**src/rtl/cgra_subsys_pkg.sv**
```systemverilog
// rtl/cgra_subsys_pkg.sv - shared CGRA subsystem widths and sequencing state
package cgra_subsys_pkg;

  function automatic int tid_width(input int total);
    return (total > 1) ? $clog2(total) : 1;
  endfunction

  // One extra bit so a full launch of TOTAL_TID retirements is representable
  function automatic int cnt_width(input int total);
    return $clog2(total) + 1;
  endfunction

  typedef enum logic [1:0] {
    IDLE    = 2'd0,
    COLLECT = 2'd1,
    DONE    = 2'd2
  } state_e;

endpackage

```
**src/rtl/retire_bitmap.sv**
```systemverilog
// rtl/retire_bitmap.sv - per-TID retired flags with combinational test and registered set
module retire_bitmap #(
  parameter int N  = 512,
  parameter int AW = 9
) (
  input  logic          clk,
  input  logic          rst_n,
  input  logic          clr_all,
  input  logic          set_en,
  input  logic [AW-1:0] addr,
  output logic          hit
);

  logic [N-1:0] r_bits;

  assign hit = r_bits[addr];

  always_ff @(posedge clk or negedge rst_n) begin
    if (!rst_n) begin
      r_bits <= '0;
    end else if (clr_all) begin
      r_bits <= '0;
    end else if (set_en) begin
      r_bits[addr] <= 1'b1;
    end
  end

endmodule

```
**src/rtl/naive_retire_collector.sv**
```systemverilog
// rtl/naive_retire_collector.sv - collects retired TIDs and signals kernel completion
module naive_retire_collector
  import cgra_subsys_pkg::*;
#(
  parameter int TOTAL_TID = 512,
  parameter int TID_W     = tid_width(TOTAL_TID),
  parameter int CNT_W     = cnt_width(TOTAL_TID)
) (
  input  logic             clk,
  input  logic             rst_n,
  input  logic             enable,
  input  logic             clr,
  input  logic [TID_W-1:0] max_tid,
  input  logic             retire_valid,
  input  logic [TID_W-1:0] retire_tid,
  output logic             retire_ready,
  output logic [CNT_W-1:0] retired_count,
  output logic             all_retired,
  output logic             done_pulse,
  output logic             dup_err,
  output logic             oob_err
);

  state_e           r_state;
  state_e           w_state_next;
  logic             w_clr_eff;
  logic             w_ready;
  logic             w_accept;
  logic             w_oob;
  logic             w_hit;
  logic             w_new;
  logic             w_enter_done;
  logic [CNT_W-1:0] w_count_next;
  logic [CNT_W-1:0] w_target;
  logic [CNT_W-1:0] r_count;
  logic             r_all;
  logic             r_pulse;
  logic             r_dup;
  logic             r_oob;

  // enable has priority: a clr seen while collecting is ignored
  assign w_clr_eff    = clr & ~enable;
  assign w_accept     = retire_valid & w_ready;
  assign w_oob        = retire_tid > max_tid;
  assign w_new        = w_accept & ~w_oob & ~w_hit;
  assign w_count_next = r_count + CNT_W'(w_new);
  assign w_target     = CNT_W'(max_tid) + CNT_W'(1);

  retire_bitmap #(
    .N  (TOTAL_TID),
    .AW (TID_W)
  ) u_bitmap (
    .clk     (clk),
    .rst_n   (rst_n),
    .clr_all (w_clr_eff),
    .set_en  (w_new),
    .addr    (retire_tid),
    .hit     (w_hit)
  );

  always_ff @(posedge clk or negedge rst_n) begin
    if (!rst_n) begin
      r_state <= IDLE;
    end else begin
      r_state <= w_state_next;
    end
  end

  always_comb begin
    w_state_next = r_state;
    case (r_state)
      IDLE:    if (enable) w_state_next = COLLECT;
      COLLECT: if (w_new && (w_count_next == w_target)) w_state_next = DONE;
      DONE:    w_state_next = DONE;
      default: w_state_next = IDLE;
    endcase
    if (w_clr_eff) begin
      w_state_next = IDLE;
    end
  end

  always_comb begin
    w_ready      = (r_state == COLLECT) & enable;
    w_enter_done = (r_state == COLLECT) & (w_state_next == DONE);
  end

  always_ff @(posedge clk or negedge rst_n) begin
    if (!rst_n) begin
      r_count <= '0;
      r_all   <= 1'b0;
      r_pulse <= 1'b0;
      r_dup   <= 1'b0;
      r_oob   <= 1'b0;
    end else if (w_clr_eff) begin
      r_count <= '0;
      r_all   <= 1'b0;
      r_pulse <= 1'b0;
      r_dup   <= 1'b0;
      r_oob   <= 1'b0;
    end else begin
      r_count <= w_count_next;
      r_pulse <= w_enter_done;
      if (w_enter_done) r_all <= 1'b1;
      // out-of-range takes precedence; its bitmap bit is never consulted
      if (w_accept && w_oob) r_oob <= 1'b1;
      if (w_accept && !w_oob && w_hit) r_dup <= 1'b1;
    end
  end

  assign retire_ready  = w_ready;
  assign retired_count = r_count;
  assign all_retired   = r_all;
  assign done_pulse    = r_pulse;
  assign dup_err       = r_dup;
  assign oob_err       = r_oob;

endmodule

```
**config.mk**
```make
export PLATFORM = sky130hd
export DESIGN_NAME = naive_retire_collector
export DESIGN_NICKNAME = d
export VERILOG_FILES = /design/src/rtl/cgra_subsys_pkg.sv /design/src/rtl/retire_bitmap.sv /design/src/rtl/naive_retire_collector.sv
export SDC_FILE = /design/constraint.sdc
export NUM_CORES = 1
export LEC_CHECK = 0
export BUFFER_PORTS_ARGS = -buffer_cell sky130_fd_sc_hd__buf_2
export CAP_MARGIN = 10
export CORE_AREA = 2 2 211 213
export DETAILED_ROUTE_END_ITERATION = 16
export DIE_AREA = 0 0 213 215
export PLACE_DENSITY = 0.78
export SYNTH_ARGS = -nofsm -noshare
export SYNTH_HDL_FRONTEND = slang
export SYNTH_HIERARCHICAL = 1
export SYNTH_SLANG_ARGS = --single-unit
```
**constraint.sdc**
```tcl
create_clock -name clk -period 6.4 [get_ports clk]
set_input_delay 0.96 -clock clk [delete_from_list [all_inputs] [get_ports clk]]
set_output_delay 0.96 -clock clk [all_outputs]
set_load 0.01 [all_outputs]
```
* Word-level counts from Yosys, hierarchy flattened
Index checks and enable logic that the tools add are counted.
** Word-level totals
- Bits in read-only memories :: 0
- Bits in writable memories :: 0
- Input bits :: 23
- Memories kept :: 0
- Output and inout bits :: 15
- Latch bits :: 0
- Register bits :: 528
** Cells by class
- Add/sub/neg operators :: 2
- Bitwise operators :: 10
- Multiply operators :: 0
- Order comparisons :: 3
- Divide/modulo/power cells :: 0
- Shift-type cells :: 0
- Reduce and logical (&&, ||, !) cells :: 11
- Equality and inequality tests :: 4
- Mux-type cells :: 18
** Operator list (number)
- two-way mux 512 bit :: 2
- bitwise OR 512 bit :: 1
- adder 10 x 1 -> 10 bit :: 1
- adder 9 x 1 -> 10 bit, second input constant :: 1
- equality test 10 bit :: 1
- < comparator 9 x 10 -> 1 bit, second input constant :: 1
- two-way mux 10 bit :: 1
- binary-select mux 1 bit (select 9 bit) :: 1
- demux 1 bit (select 9 bit) :: 1
- >= comparator 9 x 1 -> 1 bit, second input constant :: 1
- greater-than comparator 9 bit :: 1
- two-way mux 1 bit :: 9
- nonzero test 2 bit :: 4
- AND 1 bit :: 6
- two-way mux 2 bit :: 3
- one-hot mux 2 bit (3 select lines) :: 1
- logical AND 1 bit :: 5
- equality test 2 bit, second input constant :: 2
- inverter 1 bit :: 3
- equality test 2 x 1 -> 1 bit, second input constant :: 1
- logical NOT 2 bit :: 1
- logical NOT 1 bit :: 1

* Logic depth before layout (Yosys ltp)
- Word-level depth :: 15
- Mapped depth :: 24
- Depth with buffers taken out :: 18

* Cells and area by module
The synthesis kept the hierarchy.
** By module, submodules not included
- retire_bitmap :: instances 1, area each 22516.6 µm², cells each 2114, sequential area each 12812.3 µm²
- naive_retire_collector :: instances 1, area each 1257.5 µm², cells each 144, sequential area each 400.4 µm²

* Worst setup path before layout
Ideal clock, no wire load.
- Kind :: input port to flip-flop
- Start :: input port retire_tid[0]
- End :: register r_all, in the netlist all_retired
- Required time :: 6268 ps
- Library setup time :: 132 ps
- Arrival time :: 5074 ps
- Buffers on the path :: 6
- Setup slack :: 1193 ps
- Stages on the path :: 23
- Path through :: buf_6 buf_6 buf_6 buf_6 buf_4 buf_2 mux2i_1 nand2_1 nand3_1 o211ai_1 a211oi_1 o211ai_1 a211o_1 or2_2 nor2_1 ha_1 ha_1 nand2_1 or3_1 a211o_1 and4_1 nand4_2 o21ai_0
** Between the ends
- Word-level cells in the longest chain between the ends :: 13
- Elaborated cells between the ends (all ways) :: 16
** Ends and longest elaborated chain
- start: declaration :: RTL line naive_retire_collector.sv:15 : input logic [TID_W-1:0] retire_tid,
- binary-select mux 1 bit (select 9 bit) * :: RTL line retire_bitmap.sv:16 : assign hit = r_bits[addr];
- two-way mux 1 bit (not written as such) * :: RTL line retire_bitmap.sv:16
- net w_hit :: RTL line naive_retire_collector.sv:30 : logic w_hit;
- inverter 1 bit * :: RTL line naive_retire_collector.sv:45 : assign w_new = w_accept & ~w_oob & ~w_hit;
- AND 1 bit * :: RTL line naive_retire_collector.sv:45
- net w_new :: RTL line naive_retire_collector.sv:31 : logic w_new;
- adder 10 x 1 -> 10 bit :: RTL line naive_retire_collector.sv:46 : assign w_count_next = r_count + CNT_W'(w_new);
- equality test 10 bit :: RTL line naive_retire_collector.sv:73 : COLLECT: if (w_new && (w_count_next == w_target)) w_state_next = DONE;
- logical AND 1 bit * :: RTL line naive_retire_collector.sv:73
- two-way mux 2 bit * :: RTL line naive_retire_collector.sv:73
- one-hot mux 2 bit (3 select lines) * :: RTL line naive_retire_collector.sv:71 : case (r_state)
- two-way mux 2 bit * :: RTL line naive_retire_collector.sv:77 : if (w_clr_eff) begin
- equality test 2 bit * :: RTL line naive_retire_collector.sv:84 : w_enter_done = (r_state == COLLECT) & (w_state_next == DONE);
- AND 1 bit * :: RTL line naive_retire_collector.sv:84
- nonzero test 2 bit (no source line) *
- end signal: assignment :: RTL line naive_retire_collector.sv:90 : r_all <= 1'b0;
- end signal: assignment :: RTL line naive_retire_collector.sv:96 : r_all <= 1'b0;
- end signal: assignment :: RTL line naive_retire_collector.sv:103 : if (w_enter_done) r_all <= 1'b1;
- end: declaration :: RTL line naive_retire_collector.sv:36 : logic r_all;
The timed path passes the listed nets; every way through them passes the cells marked *. The select of a mux whose other input is x is not followed.
A chain may end at the register's enable or synchronous reset.

* Final worst setup path
- Start :: input port retire_tid[0]
- End :: register r_state[0]
** Between the ends
- Word-level cells in the longest chain between the ends :: 10
- Elaborated cells between the ends (all ways) :: 13
** Ends and longest elaborated chain
- binary-select mux 1 bit (select 9 bit) * :: RTL line retire_bitmap.sv:16
- two-way mux 1 bit (not written as such) * :: RTL line retire_bitmap.sv:16
- net w_hit :: RTL line naive_retire_collector.sv:30
- inverter 1 bit * :: RTL line naive_retire_collector.sv:45
- AND 1 bit * :: RTL line naive_retire_collector.sv:45
- net w_new :: RTL line naive_retire_collector.sv:31
- adder 10 x 1 -> 10 bit :: RTL line naive_retire_collector.sv:46
- equality test 10 bit :: RTL line naive_retire_collector.sv:73
- logical AND 1 bit * :: RTL line naive_retire_collector.sv:73
- two-way mux 2 bit * :: RTL line naive_retire_collector.sv:73
- one-hot mux 2 bit (3 select lines) * :: RTL line naive_retire_collector.sv:71
- two-way mux 2 bit * :: RTL line naive_retire_collector.sv:77
- net w_state_next[0] :: RTL line naive_retire_collector.sv:25 : state_e w_state_next;
- end signal: assignment :: RTL line naive_retire_collector.sv:65 : r_state <= w_state_next;
- end: declaration :: RTL line naive_retire_collector.sv:24 : state_e r_state;
Marked as above.

==> implementation parameters <==
Parameter                              Value

Routing
  Number of design rule violations left after detail routing ... 0
  Number of detailed-route iterations in the first pass ... 8
  WL met1 ... 24900 um
  Wire length per cell after detailed routing ... 22.4 um
  Detailed-route vias per instance ... 6.49
  Met2 wirelength from detailed routing ... 30100 um
  Via Count ... 18.5k
  Met3 wire len ... just over 6000 um
  Overall routed net length ... 64000 um
  Uppermost metal layer occupied by signal nets ... met4
  Post-route antenna net violation count ... 0
  Starting DRC count in detailed routing ... ~2.6k

Clock network
  TritonCTS buffer count ... between 50 and 60
  Largest buffer count on any clock path ... 3
  # H-tree levels ... 2
  Post-cts sizing count ... 0
  Clock-pin transition on the worst setup and hold timing paths ... 0.06 ns
  TritonCTS clock tree ... done
  Count of clock tree sinks ... 528
  Post-CTS setup buffers ... 0
  Worst-Skew Late Latency ... 0.60 ns
  CTS Root Cell ... clkbuf_16
  Count of hold-fix buffers inserted at cts ... 0

Final layout
  Share of layout cells above drive strength 1 ... 15.3%
  Finished Cell Area ... 26400 um^2
  # diodes ... 0
  Final-layout fill cell count ... 3356
  Area occupied by registers ... 13200 um^2
  Multi-input gate area in the final layout ... 9720 um^2
  Area growth from synthesis to final layout ... 11.1%
  Final Core Density ... between 60% and 70%
  Count of nets after finishing ... 2264

Placement
  Post-detailed-placement cell area ... 24700 um^2
  Routability-driven placement congestion ratio ... between 0.8 and 0.9
  Number of port buffers ... 37
  Detailed placer's ending HPWL ... ~37000 um
  Post-place setup slack ... between 0.2 and 0.3 ns

Worst setup path
  Slowest-stage cell, CP ... mux4_2
  CP Data Required Time ... 6.88 ns
  Cell-by-cell trace of the critical path ... buf_8 > buf_12 > mux4_2 > a22oi_1 > nand3_1 > a22o_1 > or4_1 > a211o_1 > or2_2 > nor2_1 > ha_1 > ha_1 > nand3_1 > or3_1 > o211ai_1 > nor4b_1 > nand4_2 > inv_2 > nor3_2
  Worst Setup End Kind ... flop
  Class of the most critical setup path ... in -> reg
  Worst Path Arrival ... 6.08 ns
  CP peak stage delay ... roughly 0.55 ns
  Critical path startpoint category ... input port
  Crit Path Max Fanout ... 52
  Setup slack, reg-to-reg ... 1.52 ns

Floorplan
  X dimension of the die ... 213 um
  Chip height ... 215 um
  Count of pins on the block boundary ... 38
  Effective utilization at floorplan ... between 50 and 60%
  Area of the die ... 45800 um^2
  Standard-cell row count ... 77
  CORE AREA ... about 44000 um^2

Timing
  Worst Tran Pin Value ... 1.29 ns
  Worst-case headroom to the max-slew limit ... 13.8%
  RSZ-0062 raised after global routing ... false
  Clock period minus worst slack ... roughly 5.6 ns
  Count of endpoints failing setup in the final report ... 0
  Setup skew after layout ... 0.0138 ns
  Final worst path period share ... 87.4%
  Hold Worst Slack ... 0.467 ns
  Final sum of negative setup slack ... 0 ns
  Count of final max-slew check failures ... 0
  Maximum clock frequency ... 0.179 GHz
  Final Hold Viols ... 0
  Final worst slack ... 0.807 ns

Global route
  Pin count of the biggest net entering global routing ... ~250
  Total congestion overflow after global routing ... 0
  Total routing usage reported by global routing ... 28.4%
  Via count of the first global-routing pass ... 18.6k
  Wire length of the first global-routing pass ... a little over 100000 um
  Antenna violations before repair ... 0

Status
  Outcome ... completed

Logic synthesis
  Total standard cell area after synthesis ... roughly 24000 um^2
  Synthesized instance count ... 2258
  Sequential share of the synthesized area ... between 50% and 60%
  Flops & latches, synth ... roughly 530
  Synth Flop Type ... dfrtp_1
  Mapped Avg Cell Area ... about 11 um^2
  Synth Warn # ... 6
  Yosys top cell by area ... dfrtp_1
  Number of unique standard cell types used by synthesis ... 62
  Top cells by area in the synthesized netlist ... dfrtp_1 (56%), a21oi_1 (11%), mux4_2 (11%)
  Mapped Nets ... 2294
  Count of flip-flops with a built-in enable after synthesis ... 0
  Fraction of registers with async set or reset after synthesis ... 100%
  Area share of the largest cell type after synthesis ... about 56%

Pwr
  Power density over cell area ... 259 nW/um^2
  VDD IR max ... 0.000175 V
  Leakage ... between 10 and 15 nW

Flow run
  Max cap viols ... 0

Min path
  Type of the tightest min-delay check ... reg -> reg
metal layers:
metal | global-route usage, % | up-vias
met5 | 0 | -
met4 | 12.2 | 0
met3 | 5.85 | 205
met2 | 43.6 | 1063
met1 | 39.8 | 9404
li1 | - | 7857
synthesized netlist by cell type, types with 3 or more instances:
library cell  count
nor2_1          573
o22ai_1           3
dfrtp_1         528
a22o_1            4
nand3_1          31
nor2b_1          11
a22oi_1          29
mux2_2           11
buf_6             7
and2_1            3
nand3b_1          6
inv_1            15
nand4_1           7
xor2_1            5
or3_1             4
a211o_1           5
mux4_2          115
and3_1            3
o2111ai_1         3
nand2_1          34
a31oi_1           7
a21oi_1         536
or2_2             3
nor3_1           11
a211oi_1          5
buf_4            11
ha_1             13
o21ai_0          10
o21a_1            5
xnor2_1           6
clkbuf_1        128
nand2b_1          9
buf_2            39
o211ai_1          6
buf_1             6
mux2i_1          30
stage by stage:
stage / cells / power [mW]
finish: 2856 / 6.85
global route: 2856 / 7.05
CTS: 2856 / 6.89
detailed placement: 2766 / 3.77
global placement: 2766 / 3.76
floorplan: 2258 / 3.61
layout by cell type, fill, tap and decap left out, types with 4 or more instances in the layout:
cell	count
a211o_1	5
a211oi_1	5
a21oi_1	536
a22o_1	4
a22oi_1	29
a31oi_1	7
buf_12	14
buf_2	33
buf_4	60
bufinv_16	6
clkbuf_1	7
clkbuf_16	52
clkbuf_8	10
clkinv_2	9
dfrtp_1	528
ha_1	13
inv_1	15
mux2_2	11
mux2i_1	30
mux4_2	115
nand2_1	34
nand2b_1	9
nand3_1	31
nand3b_1	6
nand4_1	7
nor2_1	560
nor2_4	13
nor2b_1	11
nor3_1	7
nor3_2	5
o211ai_1	6
o21a_1	5
o21ai_0	10
or3_1	4
xnor2_1	6
xor2_1	5
path summary, 6_finish.rpt:
check / from / to / cells after the start
worst min register to register: r_state[1] / r_state[0] / 1
min in group asynchronous: rst_n / u_bitmap/r_bits[175] / 1
worst min-delay path: r_state[1] / r_state[0] / 1
worst max register to register: u_bitmap/r_bits[175] / r_state[0] / 18
worst max-delay path: retire_tid[0] / r_state[0] / 19
max in group asynchronous: rst_n / u_bitmap/r_bits[244] / 2
state kept, by name (all words and copies together), names as in the netlist:
signal / flops
all_retired: 1
retired_count: 10
done_pulse: 1
dup_err: 1
oob_err: 1
r_state: 2
u_bitmap/r_bits: 512
cell type report:
| type | count | area share, % |
|---|---|---|
| clock buffers | 69 | 5.55 |
| clock inverters | 21 | 1.11 |
| inverters | 17 | 0.242 |
| multi-input cells | 1520 | 36.8 |
| flip-flops and latches | 528 | 50.0 |
| well taps | 592 | 2.80 |
| repair buffers | 109 | 3.50 |
power breakdown:
part | total [mW] | internal [mW] | switching (mW)
logic | 0.364 | 0.0903 | 0.274
clock network | 3.14 | 1.85 | 1.29
registers | 3.35 | 3.34 | 0.00284
kinds of logic after synthesis:
| kind of cell | Yosys count | share of synthesized area (%) |
|---|---|---|
| XOR/XNOR | 11 | 0.405 |
| AND/OR/NAND/NOR | 708 | 12.2 |
| flip-flops | 528 | 55.6 |
| multiplexers | 157 | 12.8 |
| AO/OA/AOI/OAI | 631 | 14.3 |
| buffers and inverters | 210 | 4.05 |
| adder cells (fa/ha/maj) | 13 | 0.684 |
critical path, delay by kind of cell:
family                     cells  cell delay, ns
and+or+nand+nor                9            2.22
AOI/OAI and AO/OA              4            0.96
buffers and inverters          3            0.92
muxes                          1            0.55
adders and majority gates      2            0.44
Note: power is estimated with default switching activity, not from simulation.
